<file path="src/rtl/reorder_buffer_pkg.sv">
// Shared definitions for the reorder buffer: sizes, instruction-type codes
// and the per-entry payload record.
package reorder_buffer_pkg;

  localparam int ROB_SIZE_LOG = 4;
  localparam int ROB_SIZE     = 1 << ROB_SIZE_LOG;
  localparam int TAG_W        = ROB_SIZE_LOG;
  localparam int WORD_W       = 32;
  localparam int REG_W        = 5;

  typedef logic [TAG_W-1:0]      tag_t;
  typedef logic [ROB_SIZE_LOG:0] count_t;
  typedef logic [WORD_W-1:0]     word_t;
  typedef logic [REG_W-1:0]      reg_t;

  typedef enum logic [1:0] {
    INSN_REG    = 2'd0,
    INSN_BRANCH = 2'd1,
    INSN_STORE  = 2'd2,
    INSN_JALR   = 2'd3
  } insn_type_e;

  // Payload of one entry; valid/ready live in separate flag vectors.
  typedef struct packed {
    insn_type_e typ;
    reg_t       rd;
    word_t      val;
    logic       pred_taken;
    logic       taken;
    word_t      target;
  } rob_entry_t;

endpackage

</file>
<file path="src/rtl/reorder_buffer_if.sv">
// Bus between the core (master) and the reorder buffer (slave): issue,
// operand query, writeback broadcast, retirement and flush signals.
interface reorder_buffer_if;
  import reorder_buffer_pkg::*;

  logic       issue_sig;
  reg_t       issue_rd;
  logic [1:0] issue_type;
  logic       issue_pred_taken;
  tag_t       issue_rob_tag;
  logic       full;

  tag_t       query_tag1;
  tag_t       query_tag2;
  logic       query_ready1;
  logic       query_ready2;
  word_t      query_val1;
  word_t      query_val2;

  logic       wb_sig;
  tag_t       wb_tag;
  word_t      wb_val;
  logic       wb_taken;
  word_t      wb_target;

  logic       commit_sig;
  reg_t       commit_reg;
  word_t      commit_val;
  tag_t       commit_rob_tag;
  logic       store_commit_sig;
  tag_t       store_commit_tag;
  logic       clear;
  word_t      clear_pc;

  modport master (
    output issue_sig, issue_rd, issue_type, issue_pred_taken,
    output query_tag1, query_tag2,
    output wb_sig, wb_tag, wb_val, wb_taken, wb_target,
    input  issue_rob_tag, full, query_ready1, query_ready2, query_val1, query_val2,
    input  commit_sig, commit_reg, commit_val, commit_rob_tag,
    input  store_commit_sig, store_commit_tag, clear, clear_pc
  );

  modport slave (
    input  issue_sig, issue_rd, issue_type, issue_pred_taken,
    input  query_tag1, query_tag2,
    input  wb_sig, wb_tag, wb_val, wb_taken, wb_target,
    output issue_rob_tag, full, query_ready1, query_ready2, query_val1, query_val2,
    output commit_sig, commit_reg, commit_val, commit_rob_tag,
    output store_commit_sig, store_commit_tag, clear, clear_pc
  );

endinterface

</file>
<file path="src/rtl/reorder_buffer.sv">
// In-order retirement buffer: allocates tags at the tail, collects results
// by tag, retires the oldest completed entry each cycle and raises a flush
// when a mispredicted branch or any jalr retires.
// Optional macro ROB_WB_BYPASS_EN: operand queries also see the writeback
// broadcast of the current cycle.
module reorder_buffer
  import reorder_buffer_pkg::*;
(
  input  logic clk,
  input  logic rst,
  input  logic rdy,
  reorder_buffer_if.slave rob
);

  logic [ROB_SIZE-1:0] valid_q;
  logic [ROB_SIZE-1:0] ready_q;
  rob_entry_t          entry_q [ROB_SIZE];
  tag_t                head_q, head_d;
  tag_t                tail_q, tail_d;
  count_t              count_q, count_d;

  rob_entry_t head_entry;
  logic       is_full;
  logic       head_done;
  logic       mispredict;
  logic       flush;
  logic       issue_ok;
  logic       wb_ok;

  assign head_entry = entry_q[head_q];
  assign is_full    = (count_q == count_t'(ROB_SIZE));
  assign head_done  = rdy && valid_q[head_q] && ready_q[head_q];
  assign mispredict = (head_entry.typ == INSN_JALR) ||
                      ((head_entry.typ == INSN_BRANCH) &&
                       (head_entry.taken != head_entry.pred_taken));
  assign flush      = head_done && mispredict;
  assign issue_ok   = rdy && rob.issue_sig && !is_full && !flush;
  assign wb_ok      = rdy && rob.wb_sig && valid_q[rob.wb_tag] && !flush;

  assign rob.full          = is_full;
  assign rob.issue_rob_tag = tail_q;

  // Retirement outputs, decoded from the registered head entry.
  always_comb begin
    // NOTE: every output gets a default first so no path leaves a latch.
    rob.commit_sig       = 1'b0;
    rob.commit_reg       = '0;
    rob.commit_val       = '0;
    rob.commit_rob_tag   = '0;
    rob.store_commit_sig = 1'b0;
    rob.store_commit_tag = '0;
    rob.clear            = flush;
    rob.clear_pc         = flush ? head_entry.target : '0;
    if (head_done) begin
      if ((head_entry.typ == INSN_REG || head_entry.typ == INSN_JALR) &&
          head_entry.rd != '0) begin
        rob.commit_sig     = 1'b1;
        rob.commit_reg     = head_entry.rd;
        rob.commit_val     = head_entry.val;
        rob.commit_rob_tag = head_q;
      end
      if (head_entry.typ == INSN_STORE) begin
        rob.store_commit_sig = 1'b1;
        rob.store_commit_tag = head_q;
      end
    end
  end

  // Operand lookup by tag, optionally forwarding the live writeback.
  always_comb begin
    rob.query_ready1 = valid_q[rob.query_tag1] && ready_q[rob.query_tag1];
    rob.query_ready2 = valid_q[rob.query_tag2] && ready_q[rob.query_tag2];
    rob.query_val1   = rob.query_ready1 ? entry_q[rob.query_tag1].val : '0;
    rob.query_val2   = rob.query_ready2 ? entry_q[rob.query_tag2].val : '0;
`ifdef ROB_WB_BYPASS_EN
    if (rob.wb_sig && rob.wb_tag == rob.query_tag1 && valid_q[rob.query_tag1]) begin
      rob.query_ready1 = 1'b1;
      rob.query_val1   = rob.wb_val;
    end
    if (rob.wb_sig && rob.wb_tag == rob.query_tag2 && valid_q[rob.query_tag2]) begin
      rob.query_ready2 = 1'b1;
      rob.query_val2   = rob.wb_val;
    end
`else
    // Registered entries only: a result is visible the cycle after writeback.
`endif
  end

  // Next pointer/count: flush rewinds everything, otherwise issue and retire
  // each move their own pointer and cancel out in the count.
  always_comb begin
    head_d  = head_q;
    tail_d  = tail_q;
    count_d = count_q;
    if (flush) begin
      head_d  = '0;
      tail_d  = '0;
      count_d = '0;
    end else begin
      if (head_done) head_d = head_q + tag_t'(1);
      if (issue_ok)  tail_d = tail_q + tag_t'(1);
      count_d = count_q + count_t'(issue_ok) - count_t'(head_done);
    end
  end

  // Pointer and count registers.
  always_ff @(posedge clk) begin
    // NOTE: sequential state uses non-blocking assignments so every register
    // samples pre-edge values regardless of statement order.
    if (rst) begin
      head_q  <= '0;
      tail_q  <= '0;
      count_q <= '0;
    end else begin
      head_q  <= head_d;
      tail_q  <= tail_d;
      count_q <= count_d;
    end
  end

  // Valid/ready flags: reset and flush invalidate every entry.
  always_ff @(posedge clk) begin
    if (rst) begin
      valid_q <= '0;
      ready_q <= '0;
    end else if (flush) begin
      valid_q <= '0;
    end else begin
      if (wb_ok)     ready_q[rob.wb_tag] <= 1'b1;
      if (head_done) valid_q[head_q]     <= 1'b0;
      if (issue_ok) begin
        valid_q[tail_q] <= 1'b1;
        ready_q[tail_q] <= 1'b0;
      end
    end
  end

  // Entry payload storage.
  always_ff @(posedge clk) begin
    // NOTE: the payload array has no reset; nothing reads it unless the
    // matching valid/ready flags, which are reset, say it is live.
    if (wb_ok) begin
      entry_q[rob.wb_tag].val    <= rob.wb_val;
      entry_q[rob.wb_tag].taken  <= rob.wb_taken;
      entry_q[rob.wb_tag].target <= rob.wb_target;
    end
    if (issue_ok) begin
      entry_q[tail_q].typ        <= insn_type_e'(rob.issue_type);
      entry_q[tail_q].rd         <= rob.issue_rd;
      entry_q[tail_q].pred_taken <= rob.issue_pred_taken;
    end
  end

endmodule

</file>
<file path="src/flat_wrapper.sv">
// flat-port wrapper written by rule: the top's interface ports become plain ports
module reorder_buffer_flat import reorder_buffer_pkg::*;
  (clk, rst, rdy, rob_issue_sig, rob_issue_rd, rob_issue_type, rob_issue_pred_taken, rob_query_tag1, rob_query_tag2, rob_wb_sig, rob_wb_tag, rob_wb_val, rob_wb_taken, rob_wb_target, rob_issue_rob_tag, rob_full, rob_query_ready1, rob_query_ready2, rob_query_val1, rob_query_val2, rob_commit_sig, rob_commit_reg, rob_commit_val, rob_commit_rob_tag, rob_store_commit_sig, rob_store_commit_tag, rob_clear, rob_clear_pc);
  reorder_buffer_if rob_i ();
  input  logic clk;
  input  logic rst;
  input  logic rdy;
  input wire logic [$bits(rob_i.issue_sig)-1:0] rob_issue_sig;
  input wire logic [$bits(rob_i.issue_rd)-1:0] rob_issue_rd;
  input wire logic [$bits(rob_i.issue_type)-1:0] rob_issue_type;
  input wire logic [$bits(rob_i.issue_pred_taken)-1:0] rob_issue_pred_taken;
  input wire logic [$bits(rob_i.query_tag1)-1:0] rob_query_tag1;
  input wire logic [$bits(rob_i.query_tag2)-1:0] rob_query_tag2;
  input wire logic [$bits(rob_i.wb_sig)-1:0] rob_wb_sig;
  input wire logic [$bits(rob_i.wb_tag)-1:0] rob_wb_tag;
  input wire logic [$bits(rob_i.wb_val)-1:0] rob_wb_val;
  input wire logic [$bits(rob_i.wb_taken)-1:0] rob_wb_taken;
  input wire logic [$bits(rob_i.wb_target)-1:0] rob_wb_target;
  output wire logic [$bits(rob_i.issue_rob_tag)-1:0] rob_issue_rob_tag;
  output wire logic [$bits(rob_i.full)-1:0] rob_full;
  output wire logic [$bits(rob_i.query_ready1)-1:0] rob_query_ready1;
  output wire logic [$bits(rob_i.query_ready2)-1:0] rob_query_ready2;
  output wire logic [$bits(rob_i.query_val1)-1:0] rob_query_val1;
  output wire logic [$bits(rob_i.query_val2)-1:0] rob_query_val2;
  output wire logic [$bits(rob_i.commit_sig)-1:0] rob_commit_sig;
  output wire logic [$bits(rob_i.commit_reg)-1:0] rob_commit_reg;
  output wire logic [$bits(rob_i.commit_val)-1:0] rob_commit_val;
  output wire logic [$bits(rob_i.commit_rob_tag)-1:0] rob_commit_rob_tag;
  output wire logic [$bits(rob_i.store_commit_sig)-1:0] rob_store_commit_sig;
  output wire logic [$bits(rob_i.store_commit_tag)-1:0] rob_store_commit_tag;
  output wire logic [$bits(rob_i.clear)-1:0] rob_clear;
  output wire logic [$bits(rob_i.clear_pc)-1:0] rob_clear_pc;
  assign rob_i.issue_sig = rob_issue_sig;
  assign rob_i.issue_rd = rob_issue_rd;
  assign rob_i.issue_type = rob_issue_type;
  assign rob_i.issue_pred_taken = rob_issue_pred_taken;
  assign rob_i.query_tag1 = rob_query_tag1;
  assign rob_i.query_tag2 = rob_query_tag2;
  assign rob_i.wb_sig = rob_wb_sig;
  assign rob_i.wb_tag = rob_wb_tag;
  assign rob_i.wb_val = rob_wb_val;
  assign rob_i.wb_taken = rob_wb_taken;
  assign rob_i.wb_target = rob_wb_target;
  assign rob_issue_rob_tag = rob_i.issue_rob_tag;
  assign rob_full = rob_i.full;
  assign rob_query_ready1 = rob_i.query_ready1;
  assign rob_query_ready2 = rob_i.query_ready2;
  assign rob_query_val1 = rob_i.query_val1;
  assign rob_query_val2 = rob_i.query_val2;
  assign rob_commit_sig = rob_i.commit_sig;
  assign rob_commit_reg = rob_i.commit_reg;
  assign rob_commit_val = rob_i.commit_val;
  assign rob_commit_rob_tag = rob_i.commit_rob_tag;
  assign rob_store_commit_sig = rob_i.store_commit_sig;
  assign rob_store_commit_tag = rob_i.store_commit_tag;
  assign rob_clear = rob_i.clear;
  assign rob_clear_pc = rob_i.clear_pc;
  reorder_buffer u_core (.clk(clk), .rst(rst), .rdy(rdy), .rob(rob_i));
endmodule
</file>
<file path="config.mk">
export PLATFORM = sky130hd
export DESIGN_NAME = reorder_buffer_flat
export DESIGN_NICKNAME = d
export VERILOG_FILES = /design/src/rtl/reorder_buffer_pkg.sv /design/src/rtl/reorder_buffer_if.sv /design/src/rtl/reorder_buffer.sv /design/src/flat_wrapper.sv
export SDC_FILE = /design/constraint.sdc
export NUM_CORES = 2
export LEC_CHECK = 0
export ABC_CLOCK_PERIOD_IN_PS = 9800
export BUFFER_PORTS_ARGS = -buffer_cell sky130_fd_sc_hd__buf_2
export CORE_MARGIN = 4
export CORE_UTILIZATION = 55
export DETAILED_ROUTE_END_ITERATION = 10
export PLACE_DENSITY = 0.74
export REMOVE_ABC_BUFFERS = 1
export SLEW_MARGIN = 20
export SYNTH_ARGS = -nofsm -noshare
export SYNTH_HDL_FRONTEND = slang
export SYNTH_SLANG_ARGS = --single-unit
export TNS_END_PERCENT = 5
</file>
<file path="constraint.sdc">
create_clock -name clk -period 9.8 [get_ports clk]
set_input_delay 0.49 -clock clk [delete_from_list [all_inputs] [get_ports clk]]
set_output_delay 0.49 -clock clk [all_outputs]
set_load 0.02 [all_outputs]
</file>
Word-level counts from Yosys, hierarchy flattened
Memory sizes are Yosys's and may differ from the RTL's. A register that Yosys moved wholly into a read port is not among the register bits. Index checks and enable logic that the tools add are counted.

Memory bits (read-only): 0. Word-level logic and storage cells: 101. Memories kept: 1. Register bits: 45. Bits in latches: 0. Output and inout bits: 151. Memory bits (writable): 1168.

Memories: u_core.entry_q (depth 16, width 73, rd ports 3, clocked after memory_dff 1, write ports 2, RTL line reorder_buffer.sv:17) `rob_entry_t entry_q [ROB_SIZE];`.

Div/mod/pow operators: 0. $lt $le $gt $ge: 8. Add/subtract/negate cells: 4. Mux-type cells: 49. Bitwise operators: 6. Equal/unequal tests: 5. $mul: 0. Shifts and indexed selects: 0. Reductions and logical operators: 23.

Operator list (count): two-way mux 32 bit (5); two-way mux 16 bit (8); bitwise AND 16 bit (2); inverter 16 bit (2); OR 16 bit (2); binary-select mux 1 bit (select 4 bit) (7); < comparator 4 x 5 -> 1 bit (second input constant) (5); two-way mux 4 bit (6); two-way mux 1 bit (18); logical AND 1 bit (16); demux 1 bit (select 4 bit) (3); greater-or-equal comparator 4 x 1 -> 1 bit (second input constant) (3); two-way mux 5 bit (2); adder 4 x 1 -> 4 bit (second input constant) (2); adder 5 x 1 -> 5 bit (1); == test 5 bit (second input constant) (1); nonzero test 5 bit (1); subtractor 5 x 1 -> 5 bit (1); == test 2 bit (second input constant) (2); == test 2 x 1 -> 1 bit (second input constant) (1); logical NOT 1 bit (2); logical NOT 2 bit (1); logical OR 1 bit (2); OR reduction 2 bit (1); inequality test 1 bit (1).

Longest topological paths before layout
Depth after elaboration: 12. Gate-level depth with buffers: 22. Mapped depth without buffers: 17.

Worst setup path after synthesis
Ideal clock, no wire load.

Path kind: register to register. Start: register (tool-made name). End: memory u_core.entry_q[0][0] (netlist name) (enable). Buffers on the path: 5. Clock period less this slack: 6.904 ns. Data arrival time: 6.415 ns. Setup time: 0.488 ns. Data required time: 9.312 ns. Stages on the path, launching flop included: 15. Setup slack: 2.896 ns. Cells stage by stage: dfxtp_1 buf_2 buf_1 buf_2 mux4_2 mux4_2 ha_1 nor3b_1 and3_1 a311oi_4 a21o_4 inv_2 buf_6 buf_4 nor2_1.

RTL lines (RTL line): end: declaration (reorder_buffer.sv:17).

==> impl_metrics.toml <==
[power_and_ir_drop]
p_sw_frac = 0.2074
p_seq_frac = 0.534
leakage_uw = 0.01922
p_comb_frac = 0.045
p_int_uw = 8487
vdd_drop_max_mv = 0.1515
clockPowerShare = 0.421
switchingPower_uw = 2220
power.total_uw = 10710
power.density_nw_per_um2 = 172.3

[clock_tree]
clk_pin_slew_ns = 0.06
clockBufferDepth = 3
cts_tree = "built"
insertion_delay_ns = 0.70
cts_made_buffers = 115
cts_setup_buffers = 0
cts_root_buf = "clkbuf_16"
htree_levels = 3
hold_buffers = 0
post_cts_resize_count = 0
clkSinkCount = 1217

[outcome]
outcome = "finished clean"

[grt]
first_global_vias = 30600
grt_pass1_wl_um = 213200
antenna_found_initial = 21
grtUsageTotal = 0.2747
grt_max_degree = 149
gr-total-overflow = 0

[synth]
yosysSeqAreaShare = 0.6477
postSynth.asyncResetShare = 0
ys_warn_count = 0
synth_cells = 2610
synth_edf_count = 1168
syn-cell-area_sq_um = 55660
avgSynthCellArea_sq_um = 21.33
yosysTopAreaCell = "edfxtp_1"
synth_cell_types = 53
ys_seq_elements = 1217
synth_flop_cell = "edfxtp_1"
netlist.area_leader.share = 0.6301
synth_area_leaders = "edfxtp_1, mux4_2, dfxtp_1"

[die]
rows = 116
die-height_um = 326.1
initial_core_util = 0.5550
die_area_sq_um = 106400
core_sq_um = 100300
die_x_um = 326.1
pin_count = 241

[setup_path]
critPathLaunchType = "register"
cp.required_ns = 9.31
cp_max_fo = 148
arrival_ns = 6.98
reg2reg_depth = 12
reg2reg_to = "u_core.entry_q[8][11]$_DFFE_PP_"
crit_type = "reg -> out"
critical_path.endpoint_type = "output pin"
crit_path_end = "rob_clear_pc[2]"
reg2reg_slack_ns = 2.93

[sta]
rsz0062_at_grt = "no"
fin_crit_ns = 7.473
fin_crit_sh = 0.7626
tns_ns = 0
finalSetupViolations = 0
hold_viol = 0
clock_skew_ns = 0.02836
slew_headroom = 0.2423
final_max_slew_viol_count = 0
max_freq_mhz = 133.8
worst_pin_slew_ns = 1.137

[final_layout]
final_common_cell = "edfxtp_1"
final_cell_mix = "edfxtp_1, mux4_2, buf_2"
regArea_sq_um = 36070
fillers = 6729
final_net_count = 2916
synthToLayoutAreaGrowth_pct = 11.66
multi_input_area_sq_um = 18780
drive_gt1_frac = 0.4067

[place]
place.gp.congestion = 0.8673
port_buffers = 240
hpwl_um = 85240

[detailed_routing]
antenna_left = 0
drc_errors = 0
routed_wl_um = 145000
wl_per_cell_um = 34.01
vias = 29660
viasPerCell = 6.956
first_pass_iters = 7
drt_iter0_markers = 3729

[min_path]
hold_path_class = "in -> reg"

[flow_run]
drv_cap = 0
## worst max-delay path, stage by stage, from the launching register on
cell      delay (ns)
dfxtp_4         1.07
buf_12          0.69
mux4_2          0.42
mux4_2          0.50
inv_1           0.08
ha_1            0.23
nand2_1         0.07
a311oi_1        0.48
a311oi_4        0.31
a21o_4          0.37
inv_4           0.47
buf_4           0.71
and2_1          0.25
buf_2           0.17
## logic make-up after synthesis
group | count (synthesis) | share of synthesized area
multiplexers | 701 | 0.2816
adder cells (fa/ha/maj) | 18 | 0.004181
XOR/XNOR | 22 | 0.003462
buffers and inverters | 229 | 0.01731
AO/OA/AOI/OAI | 117 | 0.01621
flip-flops | 1217 | 0.6477
AND/OR/NAND/NOR | 306 | 0.02951
## area by class of cell
| type | count | area share |
|---|---|---|
| Antenna cell | 8 | 0.0003221 |
| Inverter | 26 | 0.001610 |
| Timing Repair Buffer | 284 | 0.02659 |
| Sequential cell | 1217 | 0.5803 |
| Tap cell | 1357 | 0.02732 |
| Multi-Input combinational cell | 1164 | 0.3021 |
| Clock inverter | 70 | 0.01369 |
| Clock buffer | 138 | 0.04803 |
## synth_stat cells, types with 3 or more instances
| master | n |
|---|---|
| nor2_1 | 48 |
| nor2b_1 | 66 |
| edfxtp_1 | 1168 |
| inv_1 | 22 |
| dfxtp_1 | 49 |
| clkbuf_1 | 102 |
| o31ai_1 | 8 |
| and2_1 | 65 |
| nor3_1 | 17 |
| nor3b_1 | 4 |
| buf_1 | 46 |
| and3_1 | 15 |
| xor2_1 | 14 |
| mux4_2 | 692 |
| buf_4 | 4 |
| a21oi_1 | 3 |
| ha_1 | 17 |
| nand4_1 | 6 |
| nand3_1 | 21 |
| inv_2 | 4 |
| o21ai_0 | 13 |
| buf_6 | 4 |
| a2bb2o_1 | 4 |
| nand2_1 | 52 |
| xnor2_1 | 8 |
| o221a_1 | 4 |
| a211oi_1 | 68 |
| mux2i_1 | 8 |
| o211ai_1 | 4 |
| buf_2 | 46 |
## power groups by stage
stage / Clock [uW] / Combinational, uW / Sequential (uW)
after floorplan: 0 / 238 / 5830
after global placement: 0 / 471 / 5820
after detailed placement: 0 / 484 / 5820
after CTS: 4570 / 485 / 5710
after global routing: 4820 / 520 / 5710
final: 4510 / 486 / 5710
## metal layers
layer	vias to the layer above	wire length, um	GRT usage
met2	1901	71760	0.4408
li1	11760	-	-
met3	319	15230	0.07162
met4	8	5024	0.09676
met5	-	38	0
met1	15670	52990	0.3710
## metrics by stage
step           setup slack, ns  hold WS (ns)  std cells  cell area (sq um)  utilization
2_1_floorplan           -9.388        0.4538       2407              54800            -
3_3_place_gp             3.087        0.4926       4045              58230       0.5806
3_5_place_dp             3.059        0.4898       4046              58250       0.5808
4_1_cts                  2.359        0.1139       4254              62080       0.6190
5_1_grt                  2.057        0.1475       4260              62140       0.6196
6_report                 2.327        0.1657       4264              62150       0.6197
## how the worst min path moves through the flow
stage	from	endpoint	slack [ns]	depth (start not counted)
3_5_place_dp	u_core.valid_q[14]$_SDFF_PP0_	u_core.valid_q[14]$_SDFF_PP0_	0.49	2
3_3_place_gp	u_core.valid_q[2]$_SDFF_PP0_	u_core.valid_q[2]$_SDFF_PP0_	0.49	2
4_1_cts	rob_wb_target[23]	u_core.entry_q[5][23]$_DFFE_PP_	0.11	1
6_report	rob_wb_target[23]	u_core.entry_q[2][23]$_DFFE_PP_	0.17	1
5_1_grt	rob_wb_target[5]	u_core.entry_q[3][5]$_DFFE_PP_	0.15	1
2_1_floorplan	u_core.ready_q[11]$_SDFFE_PP0N_	u_core.ready_q[11]$_SDFFE_PP0N_	0.45	2
## flip-flops by register name, indices dropped and copies added, names as in the netlist, named ones only
name	flops
u_core.entry_q	1168
u_core.ready_q	16
u_core.valid_q	16
u_core.count_q	5
u_core.head_q	4
u_core.rob.issue_rob_tag	4
Power figures use the tool's default switching activity.
